File: src/rtl/card_pkg.sv
// Shared definitions for the memory-card game logic.
// Card state codes, format-word widths, game FSM states and winner codes.
package card_pkg;

    localparam int SYM_W = 3;   // symbol bits per card
    localparam int FMT_W = 5;   // renderer word: {symbol, state}

    localparam logic [1:0] CARD_DOWN  = 2'b00;
    localparam logic [1:0] CARD_SEL   = 2'b01;
    localparam logic [1:0] CARD_MATCH = 2'b10;

    localparam logic [1:0] WIN_P0  = 2'b00;
    localparam logic [1:0] WIN_P1  = 2'b01;
    localparam logic [1:0] WIN_TIE = 2'b10;

    typedef enum logic [2:0] {
        ST_IDLE,
        ST_WAIT_FIRST,
        ST_WAIT_SECOND,
        ST_COMPARE,
        ST_SHOW_MISMATCH,
        ST_GAME_OVER
    } game_state_t;

    function automatic logic [1:0] win_code(input logic [3:0] s0, input logic [3:0] s1);
        if (s0 > s1)      return WIN_P0;
        else if (s1 > s0) return WIN_P1;
        else              return WIN_TIE;
    endfunction

endpackage

File: src/rtl/turn_timer.sv
// Turn timer: a prescaler dividing the clock down to seconds, and a
// seconds down-counter.
//   clk, rst_n  : clock, synchronous active-low reset
//   reload      : load TURN_SEC and clear the prescaler (wins over enable)
//   enable      : let the timer run this cycle
//   time_left   : seconds remaining (registered)
//   expire      : this cycle is the last one of the turn
module turn_timer #(
    parameter int CLK_PER_SEC = 25_000_000,
    parameter int TURN_SEC    = 15
) (
    input  logic       clk,
    input  logic       rst_n,
    input  logic       reload,
    input  logic       enable,
    output logic [3:0] time_left,
    output logic       expire
);

    localparam int PW = $clog2(CLK_PER_SEC + 1);

    logic [PW-1:0] presc_q;
    logic          wrap;

    assign wrap = (presc_q == PW'(CLK_PER_SEC - 1));

    // time_left saturates at 0 (possible when a select beats a timeout), so
    // expiry fires on any second boundary once one second or less remains.
    assign expire = enable && wrap && (time_left <= 4'd1);

    always_ff @(posedge clk) begin
        if (!rst_n) begin
            presc_q   <= '0;
            time_left <= '0;
        end else if (reload) begin
            presc_q   <= '0;
            time_left <= 4'(TURN_SEC);
        end else if (enable) begin
            if (wrap) begin
                presc_q <= '0;
                if (time_left != 4'd0)
                    time_left <= time_left - 4'd1;
            end else begin
                presc_q <= presc_q + PW'(1);
            end
        end
    end

endmodule

File: src/rtl/board_ctrl.sv
// Game-logic stage for the 4x4 memory card game.
// Holds card symbols/states, cursor, current player, scores and turn timer,
// and emits the per-card renderer word {symbol[2:0], state[1:0]}.
//   start                 : pulse, begin a new game (IDLE / GAME_OVER only)
//   layout[47:0]          : card i symbol at [3i+2:3i], latched on start
//   btn_left/right/up/down: cursor move pulses (left > right > up > down)
//   btn_sel               : flip the card under the cursor
//   card_fmt[79:0]        : card i word at [5i+4:5i]
//   cursor, player, score0, score1, time_left, game_over, winner
module board_ctrl
    import card_pkg::*;
#(
    parameter int N_CARDS         = 16,
    parameter int CLK_PER_SEC     = 25_000_000,
    parameter int TURN_SEC        = 15,
    parameter int MISMATCH_CYCLES = 25_000_000
) (
    input  logic        clk,
    input  logic        rst_n,
    input  logic        start,
    input  logic [47:0] layout,
    input  logic        btn_left,
    input  logic        btn_right,
    input  logic        btn_up,
    input  logic        btn_down,
    input  logic        btn_sel,
    output logic [79:0] card_fmt,
    output logic [3:0]  cursor,
    output logic        player,
    output logic [3:0]  score0,
    output logic [3:0]  score1,
    output logic [3:0]  time_left,
    output logic        game_over,
    output logic [1:0]  winner
);

    localparam int         DW        = $clog2(MISMATCH_CYCLES + 1);
    localparam logic [3:0] LAST_PAIR = 4'(N_CARDS / 2 - 1);

    game_state_t       state_q, state_d;
    logic [SYM_W-1:0]  sym_q [N_CARDS];
    logic [1:0]        cst_q [N_CARDS];
    logic [3:0]        cursor_q, cursor_d;
    logic [3:0]        first_q, second_q;
    logic [3:0]        score0_q, score1_q, matched_q;
    logic              player_q;
    logic [DW-1:0]     delay_q;

    logic do_start, move_en, sel_ok, cmp_match, cmp_miss;
    logic revert_pair, revert_first, toggle, reload, expire;
    logic sel_hit, timer_en;
    logic [1:0] row, col;

    assign sel_hit  = btn_sel && (cst_q[cursor_q] == CARD_DOWN);
    assign timer_en = (state_q == ST_WAIT_FIRST) || (state_q == ST_WAIT_SECOND);

    turn_timer #(
        .CLK_PER_SEC (CLK_PER_SEC),
        .TURN_SEC    (TURN_SEC)
    ) u_timer (
        .clk       (clk),
        .rst_n     (rst_n),
        .reload    (reload),
        .enable    (timer_en),
        .time_left (time_left),
        .expire    (expire)
    );

    // Cursor move: 2-bit row/col arithmetic gives the wrap for free.
    always_comb begin
        row = cursor_q[3:2];
        col = cursor_q[1:0];
        if (btn_left)       col = col - 2'd1;
        else if (btn_right) col = col + 2'd1;
        else if (btn_up)    row = row - 2'd1;
        else if (btn_down)  row = row + 2'd1;
        cursor_d = {row, col};
    end

    always_ff @(posedge clk) begin
        if (!rst_n) state_q <= ST_IDLE;
        else        state_q <= state_d;
    end

    always_comb begin
        state_d      = state_q;
        do_start     = 1'b0;
        move_en      = 1'b0;
        sel_ok       = 1'b0;
        cmp_match    = 1'b0;
        cmp_miss     = 1'b0;
        revert_pair  = 1'b0;
        revert_first = 1'b0;
        toggle       = 1'b0;
        reload       = 1'b0;
        case (state_q)
            ST_IDLE, ST_GAME_OVER: begin
                if (start) begin
                    do_start = 1'b1;
                    reload   = 1'b1;
                    state_d  = ST_WAIT_FIRST;
                end
            end
            ST_WAIT_FIRST: begin
                move_en = 1'b1;
                if (sel_hit) begin
                    sel_ok  = 1'b1;
                    state_d = ST_WAIT_SECOND;
                end else if (expire) begin
                    toggle = 1'b1;
                    reload = 1'b1;
                end
            end
            ST_WAIT_SECOND: begin
                move_en = 1'b1;
                if (sel_hit) begin
                    sel_ok  = 1'b1;
                    state_d = ST_COMPARE;
                end else if (expire) begin
                    revert_first = 1'b1;
                    toggle       = 1'b1;
                    reload       = 1'b1;
                    state_d      = ST_WAIT_FIRST;
                end
            end
            ST_COMPARE: begin
                if (sym_q[first_q] == sym_q[second_q]) begin
                    cmp_match = 1'b1;
                    if (matched_q == LAST_PAIR) begin
                        state_d = ST_GAME_OVER;
                    end else begin
                        reload  = 1'b1;
                        state_d = ST_WAIT_FIRST;
                    end
                end else begin
                    cmp_miss = 1'b1;
                    state_d  = ST_SHOW_MISMATCH;
                end
            end
            ST_SHOW_MISMATCH: begin
                if (delay_q == '0) begin
                    revert_pair = 1'b1;
                    toggle      = 1'b1;
                    reload      = 1'b1;
                    state_d     = ST_WAIT_FIRST;
                end
            end
            default: state_d = ST_IDLE;
        endcase
    end

    always_ff @(posedge clk) begin
        if (!rst_n) begin
            for (int unsigned i = 0; i < N_CARDS; i++) begin
                sym_q[i] <= '0;
                cst_q[i] <= CARD_DOWN;
            end
            cursor_q  <= '0;
            first_q   <= '0;
            second_q  <= '0;
            score0_q  <= '0;
            score1_q  <= '0;
            matched_q <= '0;
            player_q  <= 1'b0;
            delay_q   <= '0;
        end else if (do_start) begin
            for (int unsigned i = 0; i < N_CARDS; i++) begin
                sym_q[i] <= layout[SYM_W*i +: SYM_W];
                cst_q[i] <= CARD_DOWN;
            end
            cursor_q  <= '0;
            score0_q  <= '0;
            score1_q  <= '0;
            matched_q <= '0;
            player_q  <= 1'b0;
        end else begin
            if (move_en)
                cursor_q <= cursor_d;
            // Select uses the pre-move cursor even when a move fires too.
            if (sel_ok) begin
                cst_q[cursor_q] <= CARD_SEL;
                if (state_q == ST_WAIT_FIRST) first_q  <= cursor_q;
                else                          second_q <= cursor_q;
            end
            if (cmp_match) begin
                cst_q[first_q]  <= CARD_MATCH;
                cst_q[second_q] <= CARD_MATCH;
                matched_q       <= matched_q + 4'd1;
                if (player_q) score1_q <= score1_q + 4'd1;
                else          score0_q <= score0_q + 4'd1;
            end
            if (cmp_miss)
                delay_q <= DW'(MISMATCH_CYCLES - 1);
            else if (state_q == ST_SHOW_MISMATCH && delay_q != '0)
                delay_q <= delay_q - DW'(1);
            if (revert_pair) begin
                cst_q[first_q]  <= CARD_DOWN;
                cst_q[second_q] <= CARD_DOWN;
            end
            if (revert_first)
                cst_q[first_q] <= CARD_DOWN;
            if (toggle)
                player_q <= ~player_q;
        end
    end

    always_comb begin
        card_fmt = '0;
        for (int unsigned i = 0; i < N_CARDS; i++)
            card_fmt[FMT_W*i +: FMT_W] = {sym_q[i], cst_q[i]};
    end

    assign cursor    = cursor_q;
    assign player    = player_q;
    assign score0    = score0_q;
    assign score1    = score1_q;
    assign game_over = (state_q == ST_GAME_OVER);
    assign winner    = game_over ? win_code(score0_q, score1_q) : WIN_P0;

endmodule

File: config.mk
export PLATFORM = sky130hd
export DESIGN_NAME = board_ctrl
export DESIGN_NICKNAME = d
export VERILOG_FILES = /design/src/rtl/card_pkg.sv /design/src/rtl/turn_timer.sv /design/src/rtl/board_ctrl.sv
export SDC_FILE = /design/constraint.sdc
export NUM_CORES = 1
export LEC_CHECK = 0
export CORE_ASPECT_RATIO = 0.75
export CORE_MARGIN = 5
export CORE_UTILIZATION = 55
export CTS_BUF_LIST = sky130_fd_sc_hd__clkbuf_8
export DETAILED_ROUTE_END_ITERATION = 7
export MAX_ROUTING_LAYER = met4
export PLACE_DENSITY = 0.83
export SLEW_MARGIN = 20
export SYNTH_ARGS = -nofsm -noshare
export SYNTH_HDL_FRONTEND = slang
export SYNTH_SLANG_ARGS = --single-unit
File: constraint.sdc
create_clock -name clk -period 4.6 [get_ports clk]
set_input_delay 0.92 -clock clk [delete_from_list [all_inputs] [get_ports clk]]
set_output_delay 0.92 -clock clk [all_outputs]
set_load 0.05 [all_outputs]
==> results of run 1 <==
-- cells by family (layout without fill, tap and decap cells) --
group	after synthesis	in the layout	synth area share, %
DFF	170	170	45.5
adders and majority gates	12	12	1.69
AOI/OAI and AO/OA	129	129	9.71
muxes	41	41	8.61
xor gates and xnor gates	63	63	6.21
and+or+nand+nor	417	417	24.5
buffers and inverters	73	221	3.73
-- how the worst max path moves through the flow --
stage               cells after the start     endpoint  startpoint
global placement                        9  cst_q[5][1]   cursor[0]
CTS                                     9  cst_q[5][1]   cursor[0]
finish                                  9  cst_q[5][1]   cursor[0]
detailed placement                      9  cst_q[5][1]   cursor[0]
global route                            9  cst_q[5][1]   cursor[0]
floorplan                               5  sym_q[0][0]       start
-- cells in the mapped netlist (5+ instances only) --
cell      count  area [um^2]
inv_1        24         90.1
nand2b_1     10         62.6
nor3_1       19         95.1
a22oi_1       8         60.1
xnor2_1      30          263
mux4_1        7          184
clkbuf_1     32          120
nand2_1      70          263
and3_1       41          257
mux4_2       19          428
o21ai_0      10         50.1
nor2_1      114          428
a221oi_1      5         43.8
nand3_1      46          230
xor2_1       33          289
and2_1       32          200
edfxtp_1     64         1920
nor2b_1      18          113
nor4_1        6         37.5
buf_6         5         56.3
a31oi_1       6         37.5
dfxtp_1     106         2120
nand4_1      16          100
mux2i_1      13          130
or4_1         5         37.5
ha_1         12          150
or3_1        14         87.6
a21oi_1      60          300
-- layout by cell type, fill, tap and decap left out, types with 16 or more instances in the layout --
master           synthesis  routed
edfxtp_1                64      64
clkbuf_8                 0      17
xor2_1                  33      33
nor2b_1                 18      18
nand4_1                 16      16
nor3_1                  19      19
nand3_1                 46      46
xnor2_1                 30      30
mux4_2                  19      19
and2_1                  32      32
and3_1                  41      41
clkdlybuf4s50_1          0     155
nand2_1                 70      70
a21oi_1                 60      60
inv_1                   24      26
dfxtp_1                106     106
nor2_1                 114     114
-- worst max-delay path: cells and delay by family, from the launching register on --
| family | cells | cell delay (ns) |
|---|---|---|
| flip-flops | 1 | 0.61 |
| AO/OA/AOI/OAI | 3 | 1.03 |
| multiplexers | 1 | 0.54 |
| buffers and inverters | 2 | 0.53 |
| AND/OR/NAND/NOR | 3 | 0.90 |
-- where the power goes --
group	internal (mW)	switching [mW]	total (mW)
sequential	1.76	0.184	1.94
combinational	0.564	0.995	1.56
clock	0.519	0.537	1.06
-- flip-flops by register name (all words and copies together), names as in the netlist, named ones only --
| signal | count |
|---|---|
| score1 | 4 |
| state_q | 3 |
| delay_q | 25 |
| u_timer.time_left | 4 |
| second_q | 4 |
| cursor | 4 |
| first_q | 4 |
| score0 | 4 |
| u_timer.presc_q | 25 |
| matched_q | 4 |
| cst_q | 32 |
| sym_q | 48 |
| player | 1 |
-- layer usage --
metal / share of wire, % / vias up / routed length, um / GRT usage, %
li1: - / 3522 / - / -
met1: 43 / 3645 / 10300 / 36.1
met2: 46 / 355 / 11000 / 39.1
met3: 8.3 / 59 / 1980 / 5.77
met4: 2.3 / 0 / 550 / 8.73
met5: 0 / - / 0 / -
-- per-stage QoR --
step                      utilization [%]  worst slack [ns]  std cells
after floorplan                         -             0.838        905
after global placement               66.2             0.831       1232
after detailed placement             66.2             0.859       1232
after CTS                            68.6             0.795       1263
after global routing                 68.6             0.510       1263
final                                68.6             0.717       1263
-- final cells by class --
| type | instances | area [um^2] |
|---|---|---|
| Clock buffer | 17 | 234 |
| Clock inverter | 14 | 141 |
| Fill cell | 1187 | 5000 |
| Inverter | 24 | 90.1 |
| Multi-Input combinational cell | 662 | 4510 |
| Sequential cell | 170 | 4040 |
| Tap cell | 210 | 263 |
| Timing Repair Buffer | 166 | 1630 |
==> summary.md, run 1 <==
| Metric | Value |
|---|---|
| Slowest cell on crit path | `o211ai_2` |
| Synth Register Bits | `between 150 and 200` |
| VDD IR max | `between 0.2 and 0.3 mV` |
| H-Tree Depth | `4` |
| Hold_ws | `~0.49 ns` |
| Hold Path Origin | `u_timer.presc_q[1]` |
| Congestion Overflow GR | `0` |
| Gpl congestion | `around 0.93` |
| Final Total Pwr | `approximately 4.6 mW` |
| WHS Endpoint | `u_timer.presc_q[1]` |
| CTS tree | `done` |
| Worst slew pin tran | `between 0.9 and 1 ns` |
| Fmax | `approximately 260 MHz` |
| Initial Util | `between 50% and 60%` |
| Startpoint type of the worst setup path | `flop` |
| Die Ht | `between 100 and 150 um` |
| DR WL/cell | `roughly 19 um` |
| ANT cells | `0` |
| Yosys warnings | `0` |
| Die X | `approximately 160 um` |
| Drt drc | `0` |
| Hold Crit Depth | `2` |
| Tmin final | `about 3.9 ns` |
| Unrepaired setup endpoints after global routing | `false` |
| Clock buffer depth | `2` |
| Worst setup EP type | `flop` |
| Largest net degree at the start of global routing | `51` |
| Cts repair resizes | `0` |
| DRT iter0 DRCs | `roughly 720` |
| Clk slew on worst S/H paths | `~0.090 ns` |
| Cell Chain, Critical Path | `inv_1, mux4_2, a22oi_1, a31oi_1, buf_4, or3_1, o211ai_2, and3_1, nand3b_1` |
| Leakage | `between 3 and 4 nW` |
| PwrDens | `~420 nW/um^2` |
| First-pass iteration count of the detailed router | `5` |
| RR Endpoint | `cst_q[5][1]` |
| Vias in the first global route | `~7400` |
| Io pins | `between 150 and 200` |
| Final instance area | `about 11000 um^2` |
| Max-slew headroom | `39.0%` |
| Syn Area/Cell | `~10 um^2` |
| WP data required | `between 4 and 5 ns` |
| Worst Path Max Fanout | `17` |
| Tot GR Track Use | `between 20% and 30%` |
| Clk_lat worst skew | `0.47 ns` |
| # rows | `40` |
| Post-DP HPWL | `roughly 17000 um` |
| Main flop type after synthesis | `dfxtp_1` |
| Buffers on Ports | `~160` |
| Avg Vias per Cell | `around 6` |
| Fraction of layout cells with a size suffix above 1 | `7.60%` |
| MaxCap Viol Count | `0` |
| Hold Fails Final Rpt | `0` |
| Core ar. | `roughly 16000 um^2` |
| DRT antenna net count | `0` |
| Antenna violations before repair | `0` |
| R2R cell count | `9` |
| Cell variety after synth | `73` |
| Sink Count | `between 150 and 200` |
| CP arrival | `just over 4 ns` |
| Syn nets | `about 1000` |
| Final TNS setup | `0 ns` |
| Share of synthesized flip-flops with an asynchronous set or reset | `0%` |
| Seq/Total Area, Yosys | `between 40% and 50%` |
| CTS root buffer | `clkbuf_8` |
| Dpl cell area | `between 10000 and 15000 um^2` |
| Cells after Synth | `905` |
| R2r setup slk | `between 0.7 and 0.8 ns` |
| Area growth syn-to-layout | `22.9%` |
| Drt total wl | `23800 um` |
| Final period utilization | `approximately 84%` |
| Status | `complete, no violations` |
| # setup viols final | `0` |
| Hold_buf cts | `0` |
| # nets final | `around 1100` |
| Reg-to-Reg Start | `cursor[0]` |
| Slowest stage delay, CP | `between 0.7 and 0.8 ns` |
| Post-CTS setup buffers | `0` |
| Clock Skews | `0.0165 ns` |
| Slew Viols, Final | `0` |
| First-pass GRT wire length | `38700 um` |
| Post-synthesis instance area | `8880 um^2` |
| DR vias | `roughly 7600` |
| Crit Path Category | `reg2reg` |
| Die ar. | `18800 um^2` |
| Hold Path Class | `reg2reg` |
| TritonCTS buffer count | `17` |
| EDFF count, synth | `64` |
No activity file was read; power rests on OpenSTA's default activity.
==> run 2: changes to the inputs <==
--- a/config.mk
+++ b/config.mk
@@ -7,11 +7,11 @@
 export LEC_CHECK = 0
 export CORE_ASPECT_RATIO = 0.75
 export CORE_MARGIN = 5
-export CORE_UTILIZATION = 55
+export CORE_UTILIZATION = 50
 export CTS_BUF_LIST = sky130_fd_sc_hd__clkbuf_8
 export DETAILED_ROUTE_END_ITERATION = 7
 export MAX_ROUTING_LAYER = met4
-export PLACE_DENSITY = 0.83
+export PLACE_DENSITY = 0.79
 export SLEW_MARGIN = 20
 export SYNTH_ARGS = -nofsm -noshare
 export SYNTH_HDL_FRONTEND = slang
==> constraint.sdc (replaced) <==
create_clock -name clk -period 3.43 [get_ports clk]
set_input_delay 0.686 -clock clk [delete_from_list [all_inputs] [get_ports clk]]
set_output_delay 0.686 -clock clk [all_outputs]
set_load 0.05 [all_outputs]
==> run 2 against run 1 <==
The run now ends with design-rule violations left. Combinational power grew 40%. Die area rose by 9.2%. Global-route usage down 2.5 points. Power is 33% higher.
==> summary.md, run 2 (synthesized netlist as in run 1, its figures left out) <==
| Metric | Value |
|---|---|
| Slowest cell on crit path | `mux4_1` |
| Unrepaired setup endpoints after global routing | `false` |
| Clock Skews | `between 0.01 and 0.015 ns` |
| Buffers on Ports | `~160` |
| Worst setup EP type | `flop` |
| # nets final | `roughly 1100` |
| Crit Path Category | `reg2reg` |
| Clk_lat worst skew | `between 0.4 and 0.5 ns` |
| CP arrival | `roughly 3.5 ns` |
| RR Endpoint | `cst_q[6][1]` |
| Antenna violations before repair | `0` |
| Failing checks | `design-rule violations` |
| Slowest stage delay, CP | `0.58 ns` |
| Slew Viols, Final | `0` |
| Tot GR Track Use | `between 20% and 30%` |
| Commonest non-fill, non-tap cells in the layout | `clkdlybuf4s50_1, nor2_1, dfxtp_1, nand2_1, edfxtp_1` |
| MaxCap Viol Count | `0` |
| Hold Path Class | `reg2reg` |
| First-pass GRT wire length | `approximately 39000 um` |
| Vias in the first global route | `~7300` |
| Hold Crit Depth | `2` |
| Hold_buf cts | `0` |
| Die ar. | `about 21000 um^2` |
| Hold Fails Final Rpt | `0` |
| Cell family contributing the most delay on the critical path | `multiplexers` |
| Worst slew pin tran | `0.942 ns` |
| Largest register FFs | `48` |
| Sink Count | `170` |
| # rows | `42` |
| Biggest regs | `sym_q x48, cst_q x32` |
| Largest net degree at the start of global routing | `61` |
| Clock buffer depth | `2` |
| VDD IR max | `about 0.32 mV` |
| WP data required | `3.66 ns` |
| Area growth syn-to-layout | `24.5%` |
| DRT iter0 DRCs | `756` |
| Hold Path Origin | `u_timer.presc_q[1]` |
| TritonCTS buffer count | `17` |
| Core ar. | `about 18000 um^2` |
| Final TNS setup | `0 ns` |
| DR vias | `between 7000 and 8000` |
| Final period utilization | `a little over nine tenths` |
| Post-CTS setup buffers | `0` |
| ANT cells | `0` |
| DRT antenna net count | `0` |
| Clk slew on worst S/H paths | `0.09 ns` |
| H-Tree Depth | `4` |
| Initial Util | `between 50% and 60%` |
| # setup viols final | `0` |
| Critical path buffers and inverters | `2` |
| Gpl congestion | `between 0.9 and 1` |
| R2r setup slk | `0.19 ns` |
| Commonest non-fill, non-tap cell in the layout | `clkdlybuf4s50_1` |
| Fill count | `roughly 1500` |
| Drt total wl | `about 24000 um` |
| R2R cell count | `9` |
| Most used cell, CP | `buf_4` |
| CTS root buffer | `clkbuf_8` |
| Final instance area | `between 10000 and 15000 um^2` |
| PwrDens | `546 nW/um^2` |
| Io pins | `between 150 and 200` |
| Die X | `~160 um` |
| Startpoint type of the worst setup path | `flop` |
| Die Ht | `125 um` |
| WHS Endpoint | `u_timer.presc_q[1]` |
| Status | `finished with violations` |
| Tmin final | `about 3.2 ns` |
| DR WL/cell | `18.2 um` |
| Leakage | `about 4 nW` |
| Fmax | `309 MHz` |
| First-pass iteration count of the detailed router | `8` |
| Congestion Overflow GR | `0` |
| Max-slew headroom | `a little over a third` |
| Top reg by flops | `sym_q` |
| Cell Chain, Critical Path | `buf_4, mux4_1, mux4_2, o21a_1, o2111ai_2, buf_4, nand2_8, a221oi_2, nand2_1` |
| Drt drc | `1` |
| Fraction of layout cells with a size suffix above 1 | `a little under a tenth` |
| Post-DP HPWL | `17600 um` |
| CTS tree | `done` |
| Worst Path Max Fanout | `17` |
| Dpl cell area | `10700 um^2` |
| Avg Vias per Cell | `around 5.8` |
## run 2: worst register-to-register path: cells and delay by family, from the launching register on
family                 cells  cell delay [ns]
AND/OR/NAND/NOR            2             0.21
flip-flops                 1             0.35
multiplexers               2             1.11
buffers and inverters      2             0.46
AO/OA/AOI/OAI              3             0.88
## run 2: worst max path at each step
stage	depth (start not counted)	start	end	slack [ns]
2_1_floorplan	9	cursor[0]	cst_q[0][1]	0.34
3_3_place_gp	9	flop	cst_q[3][1]	0.33
3_5_place_dp	9	flop	u_timer.presc_q[10]	0.22
4_1_cts	9	flop	u_timer.presc_q[10]	0.18
5_1_grt	10	flop	u_timer.presc_q[10]	0.06
6_report	9	flop	cst_q[6][1]	0.19
## run 2: stage by stage
stage               total power [mW]  cells  hold slack, ns  setup slack (ns)  utilization (%)
CTS                             6.05   1313           0.483             0.177             63.0
global placement                4.72   1281           0.453             0.330             61.1
detailed placement              4.76   1281           0.472             0.223             61.1
finish                          6.04   1313           0.486             0.193             63.0
floorplan                       4.01    905           0.443             0.337                -
global route                    6.30   1313           0.502            0.0557             63.0
## run 2: timing repair
item	in CTS	in global routing
resized for setup	2	0
hold endpoints to repair	0	0
endpoints found under the setup margin	2	0
## run 2: layer usage
layer | GRT usage [%] | up-vias | share of wire [%]
li1 | - | 3560 | -
met1 | 33.3 | 3620 | 44
met2 | 35.4 | 375 | 45
met3 | 5.79 | 59 | 8.8
met4 | 5.57 | 0 | 2.4
met5 | - | - | 0
## run 2: power by group
part           switching (mW)  total (mW)  internal [mW]
sequential              0.202        2.56           2.36
clock                   0.745        1.30          0.557
combinational            1.39        2.18          0.785
## run 2: area by class of cell
| class | instances | area, um^2 | area share, % |
|---|---|---|---|
| Multi-Input combinational cell | 662 | 4510 | 40.7 |
| Inverter | 24 | 90.1 | 0.815 |
| Clock inverter | 15 | 111 | 1.01 |
| Timing Repair Buffer | 183 | 1770 | 16.0 |
| Tap cell | 242 | 303 | 2.74 |
| Clock buffer | 17 | 234 | 2.12 |
| Sequential cell | 170 | 4040 | 36.6 |
